[config.mk]
export PLATFORM = sky130hd
export DESIGN_NAME = mul_arb_flat
export DESIGN_NICKNAME = d
export VERILOG_FILES = /design/src/rtl/mul_arb_pkg.sv /design/src/rtl/mul_arb_if.sv /design/src/rtl/mul_rr_pick.sv /design/src/rtl/mul_arb.sv /design/src/flat_wrapper.sv
export SDC_FILE = /design/constraint.sdc
export NUM_CORES = 1
export LEC_CHECK = 0
export CAP_MARGIN = 20
export CORE_AREA = 10 10 95 80
export DETAILED_ROUTE_END_ITERATION = 10
export DIE_AREA = 0 0 105 90
export DONT_BUFFER_PORTS = 1
export REMOVE_ABC_BUFFERS = 1
export SKIP_CTS_REPAIR_TIMING = 1
export SYNTH_ARGS = -nofsm -noshare
export SYNTH_HDL_FRONTEND = slang
export SYNTH_SLANG_ARGS = --single-unit
[constraint.sdc]
create_clock -name ck -period 2.2 [get_ports ck]
set_clock_uncertainty 0.1 [all_clocks]
set_input_delay 0.11 -clock ck [delete_from_list [all_inputs] [get_ports ck]]
set_output_delay 0.11 -clock ck [all_outputs]
set_load 0.02 [all_outputs]
[src/rtl/mul_arb_pkg.sv]
// Shared types and width helpers for the multiplier arbiter.
package mul_arb_pkg;

  typedef enum logic [1:0] {
    IDLE  = 2'd0,
    START = 2'd1,
    WAIT  = 2'd2,
    DONE  = 2'd3
  } state_t;

  localparam int W_DEF  = 8;
  localparam int PW_DEF = 2 * W_DEF + 1;

  function automatic int prod_width(input int w);
    return 2 * w + 1;
  endfunction

endpackage

[src/rtl/mul_arb_if.sv]
// Bundles the requester-side and multiplier-side buses of the arbiter.
interface mul_arb_if #(
  parameter int NREQ = 2,
  parameter int W    = mul_arb_pkg::W_DEF
);
  localparam int PW = mul_arb_pkg::prod_width(W);

  logic [NREQ-1:0]   req;
  logic [NREQ*W-1:0] a_in;
  logic [NREQ*W-1:0] b_in;
  logic [NREQ-1:0]   gnt;
  logic [NREQ-1:0]   done;
  logic              err;
  logic [PW-1:0]     result;
  logic              busy;
  logic [W-1:0]      m_a;
  logic [W-1:0]      m_b;
  logic              m_start;
  logic [PW-1:0]     m_o;
  logic              m_fin;

  // Arbiter view.
  modport master (
    input  req, a_in, b_in, m_o, m_fin,
    output gnt, done, err, result, busy, m_a, m_b, m_start
  );

  // Clients plus multiplier view.
  modport slave (
    output req, a_in, b_in, m_o, m_fin,
    input  gnt, done, err, result, busy, m_a, m_b, m_start
  );

endinterface

[src/rtl/mul_rr_pick.sv]
// Combinational round-robin pick: first set request after the pointer,
// wrapping, returned as one-hot plus index.
module mul_rr_pick #(
  parameter  int NREQ = 2,
  localparam int IW   = $clog2(NREQ)
) (
  input  logic [NREQ-1:0] req,
  input  logic [IW-1:0]   ptr,
  output logic [NREQ-1:0] win,
  output logic [IW-1:0]   win_idx
);

  logic [IW-1:0] cand_s;
  logic          found_s;

  // Scan from ptr+1 upward, keeping the first requester found.
  always_comb begin
    win     = '0;
    win_idx = '0;
    cand_s  = '0;
    found_s = 1'b0;
    for (int off = 1; off <= NREQ; off++) begin
      cand_s = IW'((int'(ptr) + off) % NREQ);
      if (!found_s && req[cand_s]) begin
        win[cand_s] = 1'b1;
        win_idx     = cand_s;
        found_s     = 1'b1;
      end else begin
        found_s = found_s;
      end
    end
  end

endmodule

[src/rtl/mul_arb.sv]
// Round-robin sequencer sharing one multi-cycle multiplier among NREQ
// requesters; latches operands at grant and guards m_fin with a timeout.
module mul_arb
  import mul_arb_pkg::*;
#(
  parameter int NREQ    = 2,
  parameter int W       = W_DEF,
  parameter int TIMEOUT = 64
) (
  input  logic      ck,
  input  logic      rst,
  mul_arb_if.master bus
);

  localparam int PW = prod_width(W);
  localparam int IW = $clog2(NREQ);
  localparam int CW = $clog2(TIMEOUT);
  localparam logic [CW-1:0] CNT_LAST = CW'(TIMEOUT - 1);
  localparam logic [IW-1:0] PTR_RST  = IW'(NREQ - 1);

  state_t          state_q, state_d;
  logic [IW-1:0]   ptr_q, ptr_d;
  logic [IW-1:0]   idx_q, idx_d;
  logic [CW-1:0]   cnt_q, cnt_d;
  logic [NREQ-1:0] gnt_q, gnt_d;
  logic [NREQ-1:0] done_q, done_d;
  logic            err_q, err_d;
  logic [PW-1:0]   result_q, result_d;
  logic            busy_q, busy_d;
  logic [W-1:0]    m_a_q, m_a_d;
  logic [W-1:0]    m_b_q, m_b_d;
  logic            m_start_q, m_start_d;

  logic [NREQ-1:0] win_s;
  logic [IW-1:0]   win_idx_s;

  mul_rr_pick #(.NREQ(NREQ)) u_pick (
    .req     (bus.req),
    .ptr     (ptr_q),
    .win     (win_s),
    .win_idx (win_idx_s)
  );

  // Next-state and next-output logic; outputs are all registered.
  always_comb begin
    state_d   = state_q;
    ptr_d     = ptr_q;
    idx_d     = idx_q;
    cnt_d     = cnt_q;
    gnt_d     = gnt_q;
    done_d    = '0;
    err_d     = 1'b0;
    result_d  = result_q;
    m_a_d     = m_a_q;
    m_b_d     = m_b_q;
    m_start_d = 1'b0;
    case (state_q)
      IDLE: begin
        if (|bus.req) begin
          gnt_d     = win_s;
          idx_d     = win_idx_s;
          m_a_d     = bus.a_in[int'(win_idx_s)*W +: W];
          m_b_d     = bus.b_in[int'(win_idx_s)*W +: W];
          m_start_d = 1'b1;
          state_d   = START;
        end else begin
          state_d = IDLE;
        end
      end
      START: begin
        cnt_d   = '0;
        state_d = WAIT;
      end
      WAIT: begin
        // m_fin has priority over the timeout when both land on the same edge.
        if (bus.m_fin) begin
          result_d = bus.m_o;
          done_d   = gnt_q;
          state_d  = DONE;
        end else if (cnt_q == CNT_LAST) begin
          result_d = '0;
          err_d    = 1'b1;
          done_d   = gnt_q;
          state_d  = DONE;
        end else begin
          cnt_d = cnt_q + CW'(1);
        end
      end
      DONE: begin
        ptr_d   = idx_q;
        gnt_d   = '0;
        state_d = IDLE;
      end
      default: begin
        gnt_d   = '0;
        state_d = IDLE;
      end
    endcase
    busy_d = (state_d != IDLE);
  end

  // State and output registers; reset drops any in-flight product.
  always_ff @(posedge ck or posedge rst) begin
    if (rst) begin
      state_q   <= IDLE;
      ptr_q     <= PTR_RST;
      idx_q     <= '0;
      cnt_q     <= '0;
      gnt_q     <= '0;
      done_q    <= '0;
      err_q     <= 1'b0;
      result_q  <= '0;
      busy_q    <= 1'b0;
      m_a_q     <= '0;
      m_b_q     <= '0;
      m_start_q <= 1'b0;
    end else begin
      state_q   <= state_d;
      ptr_q     <= ptr_d;
      idx_q     <= idx_d;
      cnt_q     <= cnt_d;
      gnt_q     <= gnt_d;
      done_q    <= done_d;
      err_q     <= err_d;
      result_q  <= result_d;
      busy_q    <= busy_d;
      m_a_q     <= m_a_d;
      m_b_q     <= m_b_d;
      m_start_q <= m_start_d;
    end
  end

  assign bus.gnt     = gnt_q;
  assign bus.done    = done_q;
  assign bus.err     = err_q;
  assign bus.result  = result_q;
  assign bus.busy    = busy_q;
  assign bus.m_a     = m_a_q;
  assign bus.m_b     = m_b_q;
  assign bus.m_start = m_start_q;

endmodule
[src/flat_wrapper.sv]
// flat-port wrapper written by rule: the top's interface ports become plain ports
module mul_arb_flat import mul_arb_pkg::*;
#(
  parameter int NREQ    = 2,
  parameter int W       = W_DEF,
  parameter int TIMEOUT = 64
)
  (ck, rst, bus_req, bus_a_in, bus_b_in, bus_m_o, bus_m_fin, bus_gnt, bus_done, bus_err, bus_result, bus_busy, bus_m_a, bus_m_b, bus_m_start);
  mul_arb_if #(.NREQ(NREQ), .W(W)) bus_i ();
  input  logic ck;
  input  logic rst;
  input wire logic [$bits(bus_i.req)-1:0] bus_req;
  input wire logic [$bits(bus_i.a_in)-1:0] bus_a_in;
  input wire logic [$bits(bus_i.b_in)-1:0] bus_b_in;
  input wire logic [$bits(bus_i.m_o)-1:0] bus_m_o;
  input wire logic [$bits(bus_i.m_fin)-1:0] bus_m_fin;
  output wire logic [$bits(bus_i.gnt)-1:0] bus_gnt;
  output wire logic [$bits(bus_i.done)-1:0] bus_done;
  output wire logic [$bits(bus_i.err)-1:0] bus_err;
  output wire logic [$bits(bus_i.result)-1:0] bus_result;
  output wire logic [$bits(bus_i.busy)-1:0] bus_busy;
  output wire logic [$bits(bus_i.m_a)-1:0] bus_m_a;
  output wire logic [$bits(bus_i.m_b)-1:0] bus_m_b;
  output wire logic [$bits(bus_i.m_start)-1:0] bus_m_start;
  assign bus_i.req = bus_req;
  assign bus_i.a_in = bus_a_in;
  assign bus_i.b_in = bus_b_in;
  assign bus_i.m_o = bus_m_o;
  assign bus_i.m_fin = bus_m_fin;
  assign bus_gnt = bus_i.gnt;
  assign bus_done = bus_i.done;
  assign bus_err = bus_i.err;
  assign bus_result = bus_i.result;
  assign bus_busy = bus_i.busy;
  assign bus_m_a = bus_i.m_a;
  assign bus_m_b = bus_i.m_b;
  assign bus_m_start = bus_i.m_start;
  mul_arb #(.NREQ(NREQ), .W(W), .TIMEOUT(TIMEOUT)) u_core (.ck(ck), .rst(rst), .bus(bus_i));
endmodule
# Yosys cells after proc, flatten, opt, wreduce, memory -nomap -nowiden
# Cells that the tools add are included.
# classes
muxes	32
reduce_logical	14
n_shift	2
add_sub_neg	3
bitwise	1
order_cmp	4
eq_ne	7
# ops
cell	n
17-bit two-way mux	2
16-bit by 5-bit indexed part select with 8-bit output	2
2-bit two-way mux	8
1-bit two-way mux	15
6-bit two-way mux	2
6-bit one-hot mux with 2 select lines	1
2-bit one-hot mux with 4 select lines	1
2-bit nonzero test	4
6-bit by 1-bit adder with 6-bit output (second input constant)	1
6-bit == test (second input constant)	1
2-bit AND reduction	3
2-bit == test (second input constant)	2
1-bit by 2-bit less-than comparator with 1-bit output (second input constant)	2
2-bit != test (second input constant)	2
2-bit one-hot mux with 2 select lines	1
1-bit logical AND	3
3-bit AND reduction	1
1-bit adder (second input constant)	2
1-bit demux with 1-bit select	2
2-bit by 1-bit == test with 1-bit output (second input constant)	1
1-bit greater-or-equal comparator (second input constant)	2
2-bit logical NOT	1
2-bit by 1-bit != test with 1-bit output (second input constant)	1
2-bit bitwise OR	1
other kinds (2)	2
# totals
word_cells	75
in_bits	54
output_inout_bits	40
ff_bits	50

# Longest topological paths before layout
# Gate-level depths: netlist of run 1.
# depth
word_depth	10
mapped_depth	7
mapped_depth_nobuf	5

# Hierarchy
# A second synthesis of run 1 with hierarchy kept.
# hier_totals
cells_unflattened	247
area_unflattened_um2	2531.2
# modules_own_cells
mod	seq_area_each_um2	area_per_inst_um2	instances	cells_per_inst
mul_arb	1252.5	2504.9	1	243
mul_rr_pick	0.0	26.3	1	4

# Worst setup path after synthesis of run 1
# OpenSTA, ideal clock, no wires.
# synth_path
path_kind	reg-to-reg
startpoint	reg u_core.state_q[0]
endpoint	reg u_core.busy_q (netlist: u_core.bus.busy)
setup_slack_ns	0.628
arrival_ns	1.401
required_ns	2.028
period_less_slack_ns	1.572
path_stages_with_launch	6
setup_ns	0.072
n_path_buf	0
cell_sequence	dfrtp_1 inv_1 ha_1 inv_2 or4_4 nand4b_2
# synth_via
elab_chain_len	4
elab_cells_between_ends	8
classes_between	eq/ne (3); mux (3); reduce/logical (2)
# synth_lines
item	line_no	rtl
from (decl)	mul_arb.sv:21	state_t state_q, state_d;
from (signal assigned)	mul_arb.sv:118	state_q <= state_d;
2-bit two-way mux	mul_arb.sv:80	end else if (cnt_q == CNT_LAST) begin
2-bit two-way mux	mul_arb.sv:76	if (bus.m_fin) begin
2-bit one-hot mux with 4 select lines (*)	mul_arb.sv:57	case (state_q)
2-bit nonzero test (*)	mul_arb.sv:99	busy_d = (state_d != IDLE);
net u_core.busy_d	mul_arb.sv:29	logic busy_q, busy_d;
to (signal assigned)	mul_arb.sv:126	busy_q <= busy_d;
to (decl)	mul_arb.sv:29	
# The timed path passes the listed nets; every way through them passes the cells marked *.
# A chain may end at the register's enable or synchronous reset.

# Worst setup path after layout of run 1
# layout_path
startpoint	reg u_core.ptr_q
endpoint	reg u_core.m_a_q[4] (netlist: u_core.bus.m_a[4])
# layout_via
elab_chain_len	8
elab_cells_between_ends	12
classes_between	add/sub (2); shift (1); mux (7); reduce/logical (2)
# layout_lines
item	line_no	rtl
from (decl)	mul_arb.sv:22	logic [IW-1:0] ptr_q, ptr_d;
from (signal assigned)	mul_arb.sv:119	ptr_q <= ptr_d;
1-bit adder	mul_rr_pick.sv:23	cand_s = IW'((int'(ptr) + off) % NREQ);
1-bit two-way mux (not written as such) (2 in series)	mul_rr_pick.sv:24	if (!found_s && req[cand_s]) begin
1-bit two-way mux	mul_rr_pick.sv:24	
1-bit logical NOT	mul_rr_pick.sv:24	
1-bit logical AND	mul_rr_pick.sv:24	
1-bit two-way mux (*)	mul_rr_pick.sv:24	
16-bit by 5-bit indexed part select with 8-bit output (*)	mul_arb.sv:62	m_a_d = bus.a_in[int'(win_idx_s)*W +: W];
to (signal assigned)	mul_arb.sv:127	m_a_q <= m_a_d;
to (decl)	mul_arb.sv:30	logic [W-1:0] m_a_q, m_a_d;
# Every way passes the cells marked *; elsewhere a longest branch is shown, timed or not. The select of a mux whose other input is x is not followed.

==> run_results.csv, run 1 <==
group,metric,value,unit
run_status,outcome,"complete, but fails checks",
run_status,failing_checks,"negative hold slack",
sta,finalSetupTns,0,ns
yosys,postSynth.topFlopCell,"dfrtp_1",
die,die_x,105,um
hold_path,whs_path_depth,3,
die,total_i_o_pin_count,94,
grt,wire_length_of_the_first_global_routing_pass,9760,um
drt,firstDrtPassIters,4,
sta,slew_headroom,0.491,
sta,maxSlewViolCount,0,
drt,drt-vias-per-instance,5.31,
worst_setup_path,cp_cell_sequence,"a21bo_1 > buf_4 > mux2i_1 > dlygate4sd3_1 > o21ai_0",
grt,grt_antenna_before_repair,0,
yosys,synth_cell_type_count,41,
sta,hold_ws,-0.00409,ns
grt,gr-usage-all-layers,0.124,
sta,post-route-period-util,0.955,
placement,place.port_buffers,0,
die,placement_rows,25,
layout,fin_util,0.559,
worst_setup_path,worst_reg2reg_endpoint,"u_core.bus.m_a[4]",
power_and_ir_drop,pwr_density_cell,1270,nW/um^2
cts,max-clock-path-buffers,2,
die,dieArea,9450,sq um
drt,totalWireLength,7050,um
yosys,syn_area_per_cell,9.89,sq um
drt,drt_iter0_markers,95,
layout,layout_common_cells,"53 x dlygate4sd3_1, 49 x dfrtp_1, 38 x nand2_1",
sta,count_of_endpoints_failing_setup_in_the_final_report,0,
placement,detailed_place_hpwl,4350,um
yosys,synth_area_leaders,"dfrtp_1 49%, mux2i_1 6.8%, o21ai_0 5.8%, nand2_1 5.7%, a22oi_1 5.1%",
run,cap_viol_max_count,0,
sta,rsz_0062_raised_after_global_routing,"false",
yosys,yosys_register_bits,50,
drt,detail_route.wl_per_cell,18.4,um
layout,number_of_diodes,0,
worst_setup_path,max_stage_delay,0.59,ns
worst_setup_path,crit_path_start_kind,"register",
drt,vias,2039,
hold_path,hold_class,"input pin to register",
worst_setup_path,crit_path_top_delay_cell,"dlygate4sd3_1",
worst_setup_path,cp_num_buf_inv,2,
worst_setup_path,reg2reg_from,"u_core.ptr_q",
cts,ctsHtreeMaxLevel,2,
sta,worst_slew_pin_slew,0.761,ns
yosys,ys_warn_count,0,
power_and_ir_drop,vdd.ir_drop.worst,707,uV
worst_setup_path,critical_path_arrival,2.19,ns
worst_setup_path,worst_path_dominant_cell_family,"buffers and inverters",
sta,fmax,476,MHz
worst_setup_path,timing.critical_path.to_type,"register",
cts,post_cts_clock_slew_at_the_launch_and_capture_registers_of_the_worst_setup_and_hold_paths,0.09,ns
die,floorplan.core_area,5760,sq um
grt,grt_pass1_vias,1786,
worst_setup_path,cp_max_fo,16,
yosys,seq_area_frac_synth,0.501,
hold_path,hp-start,"bus_req[0]",
worst_setup_path,setup.worst_path.class,"register to register",
yosys,synth_largest_type_area_fraction,0.490,
yosys,asyncSetResetFlopFracSynth,1.00,
cts,cts_tree,"built",
hold_path,hold_path_end,"u_core.bus.m_b[4]",
sta,post_layout_minimum_cycle_time,2.10,ns
sta,final-hold-violation-count,1,
cts,num_clock_sinks,50,
drt,remaining_drc_errors,0,
yosys,synthesis.area,2500,sq um
die,floorplan.die.height,90,um
yosys,netlist_instances,253,
worst_setup_path,worst_path_required_time,2.29,ns
yosys,post-synth-top-area-cell,"dfrtp_1",
die,start_util,0.435,
yosys,synth_enable_flop_cells,0,
drt,antenna_violating_nets_post_route,0,
cts,clock_insertion_delay_worst_skew,0.31,ns
layout,area_overhead_of_the_layout_relative_to_synthesis,28.6,%
power_and_ir_drop,p_leak,1.41,nW
grt,largest_net_degree_at_the_start_of_global_routing,29,
grt,grt_remaining_overflow,0,
placement,globalplace.congestion,0.753,
cts,cts_root_buf,"clkbuf_8",
layout,post_route_cells_drive_above_1_share,0.0792,
layout,nNetsFinal,362,
worst_setup_path,register_to_register_setup_slack,0.1,ns
layout,layout_commonest_cell,"dlygate4sd3_1",
cts,numCtsBuffers,5,
worst_setup_path,reg2reg_depth,5,
## final cells by class
class                      count  area, sq um
clock buffer                   7         76.3
clock inverter                 1         30.0
fill                         519         2540
inverter                       9         33.8
multi-input combinational    178         1130
sequential                    50         1250
tap                           81          101
timing repair buffer          58          593
## metal layers
layer,part of all wire,GRT usage,up-vias,wire length [um]
met3,0.047,0.0350,13,331
li1,-,-,981,-
met5,0,0,-,0
met4,0.021,0.0445,0,145
met1,0.41,0.154,1004,2920
met2,0.52,0.201,41,3650
## flip-flops by register name (all words and copies together) (netlist names), 2 cells and up
| name | cells |
|---|---|
| u_core.bus.result | 17 |
| u_core.bus.m_a | 8 |
| u_core.bus.m_b | 8 |
| u_core.cnt_q | 6 |
| u_core.bus.done | 2 |
| u_core.bus.gnt | 2 |
| u_core.state_q | 2 |
## worst max-delay path by stage
| stage | cells past startpoint | start | slack [ns] | end |
|---|---|---|---|---|
| 3_5_place_dp | 5 | u_core.state_q[0] | 0.17 | u_core.bus.result[16] |
| 2_1_floorplan | 5 | u_core.state_q[0] | 0.36 | u_core.bus.busy |
| 3_3_place_gp | 5 | u_core.state_q[0] | 0.25 | u_core.bus.result[4] |
| 4_1_cts | 5 | u_core.state_q[0] | 0.12 | u_core.bus.result[2] |
| 6_report | 5 | u_core.ptr_q | 0.1 | u_core.bus.m_a[4] |
| 5_1_grt | 5 | u_core.ptr_q | 0.01 | u_core.bus.m_b[3] |
## synthesized netlist by cell type (2+ instances only)
library cell  instances
ha_1                  6
mux2i_1              17
o21ai_0              29
a31oi_1               2
buf_6                 2
inv_2                 2
nor2_1                5
dfrtp_1              49
o211ai_1              3
nand2_1              38
a21oi_1               2
a22oi_1              17
buf_2                 6
clkbuf_1              5
and2_1                2
nand3_1               7
a31o_2                2
nand2b_1              2
nor2b_1              18
inv_1                 7
nand4_1               2
or3b_2                2
buf_1                 2
o21ai_1               9
## through the flow
stage	worst slack [ns]	power (mW)	cells	area, sq um
floorplan	0.365	2.93	237	2410
global placement	0.251	3.28	323	2580
detailed placement	0.172	3.34	323	2580
CTS	0.121	3.99	331	2690
global route	0.0108	4.39	384	3220
finish	0.0987	4.10	384	3220
## logic make-up (layout without fill, tap and decap cells)
logic type / after synthesis / count (layout) / synth area share
flops: 50 / 50 / 0.501
buf+inv: 25 / 75 / 0.0480
fa+ha+maj: 6 / 6 / 0.0300
mux: 18 / 18 / 0.0725
simple gates: 85 / 85 / 0.178
compound gates: 69 / 69 / 0.171
## worst min-delay path, cell delays in order
cell and delay, ns:
o21ai_2 0.11, nand2_1 0.10, o21ai_1 0.05
## power breakdown
group | switching [mW] | internal (mW)
clock | 0.319 | 0.341
sequential | 0.773 | 1.32
combinational | 0.696 | 0.654
total | 1.79 | 2.31
(Power assumes the default switching activity.)
==> inputs of run 2 (changes only) <==
--- a/config.mk
+++ b/config.mk
@@ -6,10 +6,11 @@
 export NUM_CORES = 1
 export LEC_CHECK = 0
 export CAP_MARGIN = 20
-export CORE_AREA = 10 10 95 80
+export CORE_AREA = 10 10 85 72
 export DETAILED_ROUTE_END_ITERATION = 10
-export DIE_AREA = 0 0 105 90
+export DIE_AREA = 0 0 95 82
 export DONT_BUFFER_PORTS = 1
+export PLACE_DENSITY = 0.72
 export REMOVE_ABC_BUFFERS = 1
 export SKIP_CTS_REPAIR_TIMING = 1
 export SYNTH_ARGS = -nofsm -noshare
==> run 2 against run 1 <==
Setup slack got worse by 0.020 ns; wire length fell by 2.4%; the run still ends with negative hold slack left; critical path depth did not move; clock-buffer cell count rose by 1; maximum frequency fell by 0.96%; sequential power barely moved; clock power fell by 17%; largest cell class unchanged; sequential share of layout area rose by 0.69 points; first-iteration DRC count rose by 31%; critical endpoint is now u_core.bus.m_b[0]; power fell by 3.2%; global-route usage rose by 1.8 points; core utilization rose by 15 points; highest routed layer unchanged; critical path type unchanged.
==> run_results.csv, run 2 (same netlist as run 1, synthesis figures left out) <==
group,metric,value,unit
drt,drt-vias-per-instance,5.63,
run_status,outcome,"complete, but fails checks",
sta,post_layout_minimum_cycle_time,2.12,ns
worst_setup_path,crit_path_start_kind,"register",
layout,layout_common_cells,"53 x dlygate4sd3_1, 49 x dfrtp_1, 38 x nand2_1",
drt,drt_iter0_markers,124,
placement,dp_cells,302,
die,floorplan.core_area,4460,sq um
layout,area_overhead_of_the_layout_relative_to_synthesis,26.4,%
sta,rsz_0062_raised_after_global_routing,"false",
drt,totalWireLength,6880,um
sta,finalSetupTns,0,ns
die,start_util,0.561,
sta,post-route-period-util,0.964,
power_and_ir_drop,vdd.ir_drop.worst,695,uV
sta,final.setup.worst_slack,0.0784,ns
worst_setup_path,register_to_register_setup_slack,0.08,ns
cts,cts_tree,"built",
worst_setup_path,cp_cell_sequence,"a21bo_1 > buf_4 > mux2i_1 > dlygate4sd3_1 > o21ai_0",
die,dieArea,7790,sq um
sta,maxSlewViolCount,0,
sta,hold_ws,-0.00481,ns
layout,largest_reg_flops,17,
placement,place.port_buffers,0,
worst_setup_path,max_stage_delay,0.59,ns
sta,slew_headroom,0.503,
layout,final_cell_count_no_fill,363,
grt,gr-usage-all-layers,0.142,
drt,remaining_drc_errors,0,
die,total_i_o_pin_count,94,
layout,design_area,3160,sq um
worst_setup_path,reg2reg_from,"u_core.ptr_q",
worst_setup_path,setup.worst_path.class,"register to register",
grt,grt_remaining_overflow,0,
worst_setup_path,worst_path_required_time,2.28,ns
die,floorplan.die.height,82,um
grt,wire_length_of_the_first_global_routing_pass,8960,um
worst_setup_path,timing.critical_path.to_type,"register",
drt,antenna_violating_nets_post_route,0,
cts,ctsHtreeMaxLevel,2,
worst_setup_path,cp_max_fo,17,
die,die_x,95,um
placement,detailed_place_hpwl,4180,um
grt,grt_antenna_before_repair,0,
placement,pre_cts_slack,0.240,ns
worst_setup_path,critical_path_arrival,2.20,ns
layout,number_of_diodes,0,
cts,max-clock-path-buffers,2,
power_and_ir_drop,p_leak,1.40,nW
cts,num_clock_sinks,50,
hold_path,hp-start,"bus_req[1]",
layout,nNetsFinal,362,
sta,fmax,471,MHz
sta,final-hold-violation-count,1,
sta,count_of_endpoints_failing_setup_in_the_final_report,0,
sta,worst_slew_pin_slew,0.743,ns
worst_setup_path,reg2reg_depth,5,
layout,post_route_cells_drive_above_1_share,0.0759,
grt,largest_net_degree_at_the_start_of_global_routing,51,
hold_path,hold_class,"input pin to register",
hold_path,hold_path_end,"u_core.idx_q",
drt,firstDrtPassIters,4,
grt,grt_pass1_vias,1828,
worst_setup_path,crit_path_top_delay_cell,"dlygate4sd3_1",
placement,globalplace.congestion,0.747,
drt,vias,2044,
run_status,failing_checks,"negative hold slack",
cts,post_cts_clock_slew_at_the_launch_and_capture_registers_of_the_worst_setup_and_hold_paths,0.08,ns
hold_path,whs_path_depth,2,
placement,placed_cell_area,2540,sq um
cts,numCtsBuffers,5,
run,cap_viol_max_count,0,
layout,layout_commonest_cell,"dlygate4sd3_1",
drt,detail_route.wl_per_cell,19.0,um
cts,cts_root_buf,"clkbuf_8",
cts,clock_insertion_delay_worst_skew,0.30,ns
worst_setup_path,worst_reg2reg_endpoint,"u_core.bus.m_b[0]",
die,placement_rows,22,
power_and_ir_drop,pwr_density_cell,1260,nW/um^2
run 2: worst max path at each step:
stage	start	to	slack (ns)
finish	u_core.ptr_q	u_core.bus.m_b[0]	0.08
CTS	u_core.state_q[0]	u_core.bus.result[4]	0.23
floorplan	u_core.state_q[0]	u_core.bus.busy	0.36
detailed placement	u_core.state_q[0]	u_core.bus.result[4]	0.24
global placement	u_core.state_q[0]	u_core.bus.result[12]	0.27
global route	u_core.ptr_q	u_core.bus.m_b[1]	0.01
run 2: metrics by stage:
step	utilization	power [mW]
after floorplan	-	2.93
after global placement	0.570	3.26
after detailed placement	0.570	3.32
after CTS	0.590	3.87
after global routing	0.709	4.26
final	0.709	3.97
run 2: report_power, final:
part           leakage (nW)  internal (mW)  switching, mW
clock network        0.0455          0.257          0.291
logic                 0.752          0.648          0.688
registers             0.602           1.32          0.769
total                  1.40           2.22           1.75
run 2: area by class of cell:
type / count / area [sq um]
Tap cell: 60 / 75.1
Fill cell: 346 / 1300
Timing Repair Buffer: 58 / 581
Sequential cell: 50 / 1250
Inverter: 9 / 33.8
Clock buffer: 8 / 90.1
Multi-Input combinational cell: 178 / 1130
run 2: worst max-delay path: cells and delay by family, from the launching register on:
family | cells | cell delay, ns
buf+inv | 2 | 0.88
flops | 1 | 0.55
mux | 1 | 0.27
compound gates | 2 | 0.20
run 2: layer usage:
layer | part of all wire | vias up | global-route usage
met2 | 0.54 | 66 | 0.225
met1 | 0.38 | 982 | 0.175
met3 | 0.075 | 10 | 0.0684
li1 | - | 986 | -
met4 | 0.0080 | 0 | 0.0269
met5 | 0 | - | 0
==> inputs of run 3 (changes only) <==
--- a/config.mk
+++ b/config.mk
@@ -6,11 +6,11 @@
 export NUM_CORES = 1
 export LEC_CHECK = 0
 export CAP_MARGIN = 20
-export CORE_AREA = 10 10 85 72
+export CORE_AREA = 10 10 101 85
 export DETAILED_ROUTE_END_ITERATION = 10
-export DIE_AREA = 0 0 95 82
+export DIE_AREA = 0 0 111 95
 export DONT_BUFFER_PORTS = 1
-export PLACE_DENSITY = 0.72
+export MAX_ROUTING_LAYER = met4
 export REMOVE_ABC_BUFFERS = 1
 export SKIP_CTS_REPAIR_TIMING = 1
 export SYNTH_ARGS = -nofsm -noshare
==> run 3 against run 2 <==
The run still ends with negative hold slack left; highest routed layer unchanged; final area increased by 2.1%; core utilization decreased by 22 points; non-clock buffer count increased by 3; critical path type unchanged; via count increased by 0.15%; clock power increased by 3%; setup slack improved by 0.068 ns.
==> run_results.csv, run 3 (same netlist as run 1, synthesis figures left out) <==
group,metric,value,unit
die,floorplan.die.height,95,um
drt,vias,2047,
worst_setup_path,cp_cell_sequence,"a21bo_1 > buf_4 > mux2i_1 > dlygate4sd3_1 > o21ai_1",
worst_setup_path,max_stage_delay,0.59,ns
grt,gr-usage-all-layers,0.116,
layout,area_overhead_of_the_layout_relative_to_synthesis,29.0,%
grt,grt_pass1_vias,1778,
die,placement_rows,27,
drt,drt-vias-per-instance,5.21,
layout,final_cell_count_no_fill,393,
drt,totalWireLength,6750,um
sta,worst_slew_pin_slew,0.716,ns
cts,cts_tree,"built",
hold_path,whs_path_depth,2,
die,die_x,111,um
sta,maxSlewViolCount,0,
sta,post_layout_minimum_cycle_time,2.05,ns
power_and_ir_drop,vdd.ir_drop.worst,564,uV
sta,fmax,487,MHz
layout,nFillCells,621,
cts,max-clock-path-buffers,2,
power_and_ir_drop,pwr-share-seq,0.521,
power_and_ir_drop,sw_frac_of_total,0.442,
layout,largest_reg_flops,17,
cts,numCtsBuffers,5,
power_and_ir_drop,power_frac_clock,0.142,
worst_setup_path,reg2reg_depth,5,
layout,layout_common_cells,"55 x dlygate4sd3_1, 49 x dfrtp_1, 38 x nand2_1",
sta,slew_headroom,0.521,
grt,largest_net_degree_at_the_start_of_global_routing,35,
run,cap_viol_max_count,0,
sta,count_of_endpoints_failing_setup_in_the_final_report,0,
drt,detail_route.wl_per_cell,17.2,um
grt,grt_remaining_overflow,0,
cts,cts_root_buf,"clkbuf_8",
power_and_ir_drop,pwr_density_cell,1240,nW/um^2
placement,globalplace.congestion,0.750,
cts,ctsHtreeMaxLevel,2,
worst_setup_path,setup.worst_path.class,"register to register",
run_status,outcome,"complete, but fails checks",
cts,post_cts_clock_slew_at_the_launch_and_capture_registers_of_the_worst_setup_and_hold_paths,0.09,ns
grt,wire_length_of_the_first_global_routing_pass,9830,um
worst_setup_path,critical_path_arrival,2.13,ns
die,start_util,0.376,
worst_setup_path,crit_path_start_kind,"register",
sta,final-hold-violation-count,2,
power_and_ir_drop,power.internal,2.23,mW
cts,num_clock_sinks,50,
grt,grt_antenna_before_repair,0,
power_and_ir_drop,logic_gate_share_of_total_power,0.337,
sta,hold_ws,-0.0230,ns
placement,place.port_buffers,0,
placement,dp_cells,330,
layout,multiInputGateArea,1130,sq um
sta,finalSetupTns,0,ns
worst_setup_path,cp_max_fo,17,
drt,remaining_drc_errors,0,
run_status,failing_checks,"negative hold slack",
drt,antenna_violating_nets_post_route,0,
layout,seq_area,1250,sq um
drt,drt_iter0_markers,101,
drt,firstDrtPassIters,4,
cts,clock_insertion_delay_worst_skew,0.30,ns
worst_setup_path,crit_path_top_delay_cell,"dlygate4sd3_1",
die,total_i_o_pin_count,94,
placement,detailed_place_hpwl,4360,um
layout,post_route_cells_drive_above_1_share,0.0850,
worst_setup_path,timing.critical_path.to_type,"register",
power_and_ir_drop,p_leak,1.42,nW
worst_setup_path,worst_path_required_time,2.28,ns
layout,number_of_diodes,0,
layout,layout_commonest_cell,"dlygate4sd3_1",
die,dieArea,10500,sq um
sta,rsz_0062_raised_after_global_routing,"false",
power_and_ir_drop,net-switching-power,1.76,mW
layout,nNetsFinal,365,
die,floorplan.core_area,6660,sq um
sta,post-route-period-util,0.934,
hold_path,hold_class,"input pin to register",
[run 3: changes by cell type in the layout (fill, tap and decap cells not counted), sizes merged]
cell	before	now
dlygate4sd3	53	55
clkbuf	8	6
clkinvlp	0	1
clkinv	0	1
buf	5	6
[run 3: routing by layer]
metal	share of wire	vias up	GRT usage
met4	0.0092	0	0.0390
met2	0.49	56	0.159
met1	0.43	995	0.159
met3	0.063	4	0.0323
met5	0	-	-
li1	-	992	-
[run 3: final cells by class]
| type | count | share of cell area |
|---|---|---|
| Clock buffer | 6 | 0.0256 |
| Timing Repair Buffer | 61 | 0.188 |
| Sequential cell | 50 | 0.388 |
| Tap cell | 87 | 0.0337 |
| Inverter | 9 | 0.0105 |
| Multi-Input combinational cell | 178 | 0.350 |
| Clock inverter | 2 | 0.00388 |
[run 3: critical path, delay by kind of cell (launching register included)]
| family | cells | cell delay [ns] |
|---|---|---|
| compound gates | 2 | 0.19 |
| flops | 1 | 0.55 |
| buf+inv | 2 | 0.88 |
| mux | 1 | 0.21 |
[run 3: final timing paths]
check / endpoint / slack (ns) / startpoint
max reg2reg: u_core.bus.m_b[6] / 0.15 / u_core.ptr_q
min in group asynchronous: u_core.bus.m_b[7] / 0.18 / rst
min reg2reg: u_core.idx_q / 0.38 / u_core.idx_q
min: u_core.state_q[0] / -0.02 / bus_req[1]
max: u_core.bus.m_b[6] / 0.15 / u_core.ptr_q
max in group asynchronous: u_core.cnt_q[5] / 1.30 / rst
[run 3: power groups by stage]
| stage | combinational [mW] | clock [mW] | sequential [mW] |
|---|---|---|---|
| 2_1_floorplan | 0.951 | 0 | 1.98 |
| 3_3_place_gp | 1.18 | 0 | 2.10 |
| 3_5_place_dp | 1.21 | 0 | 2.11 |
| 4_1_cts | 1.21 | 0.599 | 2.09 |
| 5_1_grt | 1.54 | 0.626 | 2.15 |
| 6_report | 1.34 | 0.564 | 2.08 |
[run 3: metrics by stage]
step / power [mW] / setup slack [ns] / utilization / hold slack (ns) / area (sq um)
floorplan: 2.93 / 0.365 / - / 0.141 / 2410
global placement: 3.28 / 0.471 / 0.388 / -0.0632 / 2580
detailed placement: 3.32 / 0.455 / 0.388 / -0.0591 / 2580
CTS: 3.91 / 0.419 / 0.402 / -0.401 / 2680
global route: 4.32 / 0.0482 / 0.485 / 0.0183 / 3230
finish: 3.99 / 0.146 / 0.485 / -0.0230 / 3230
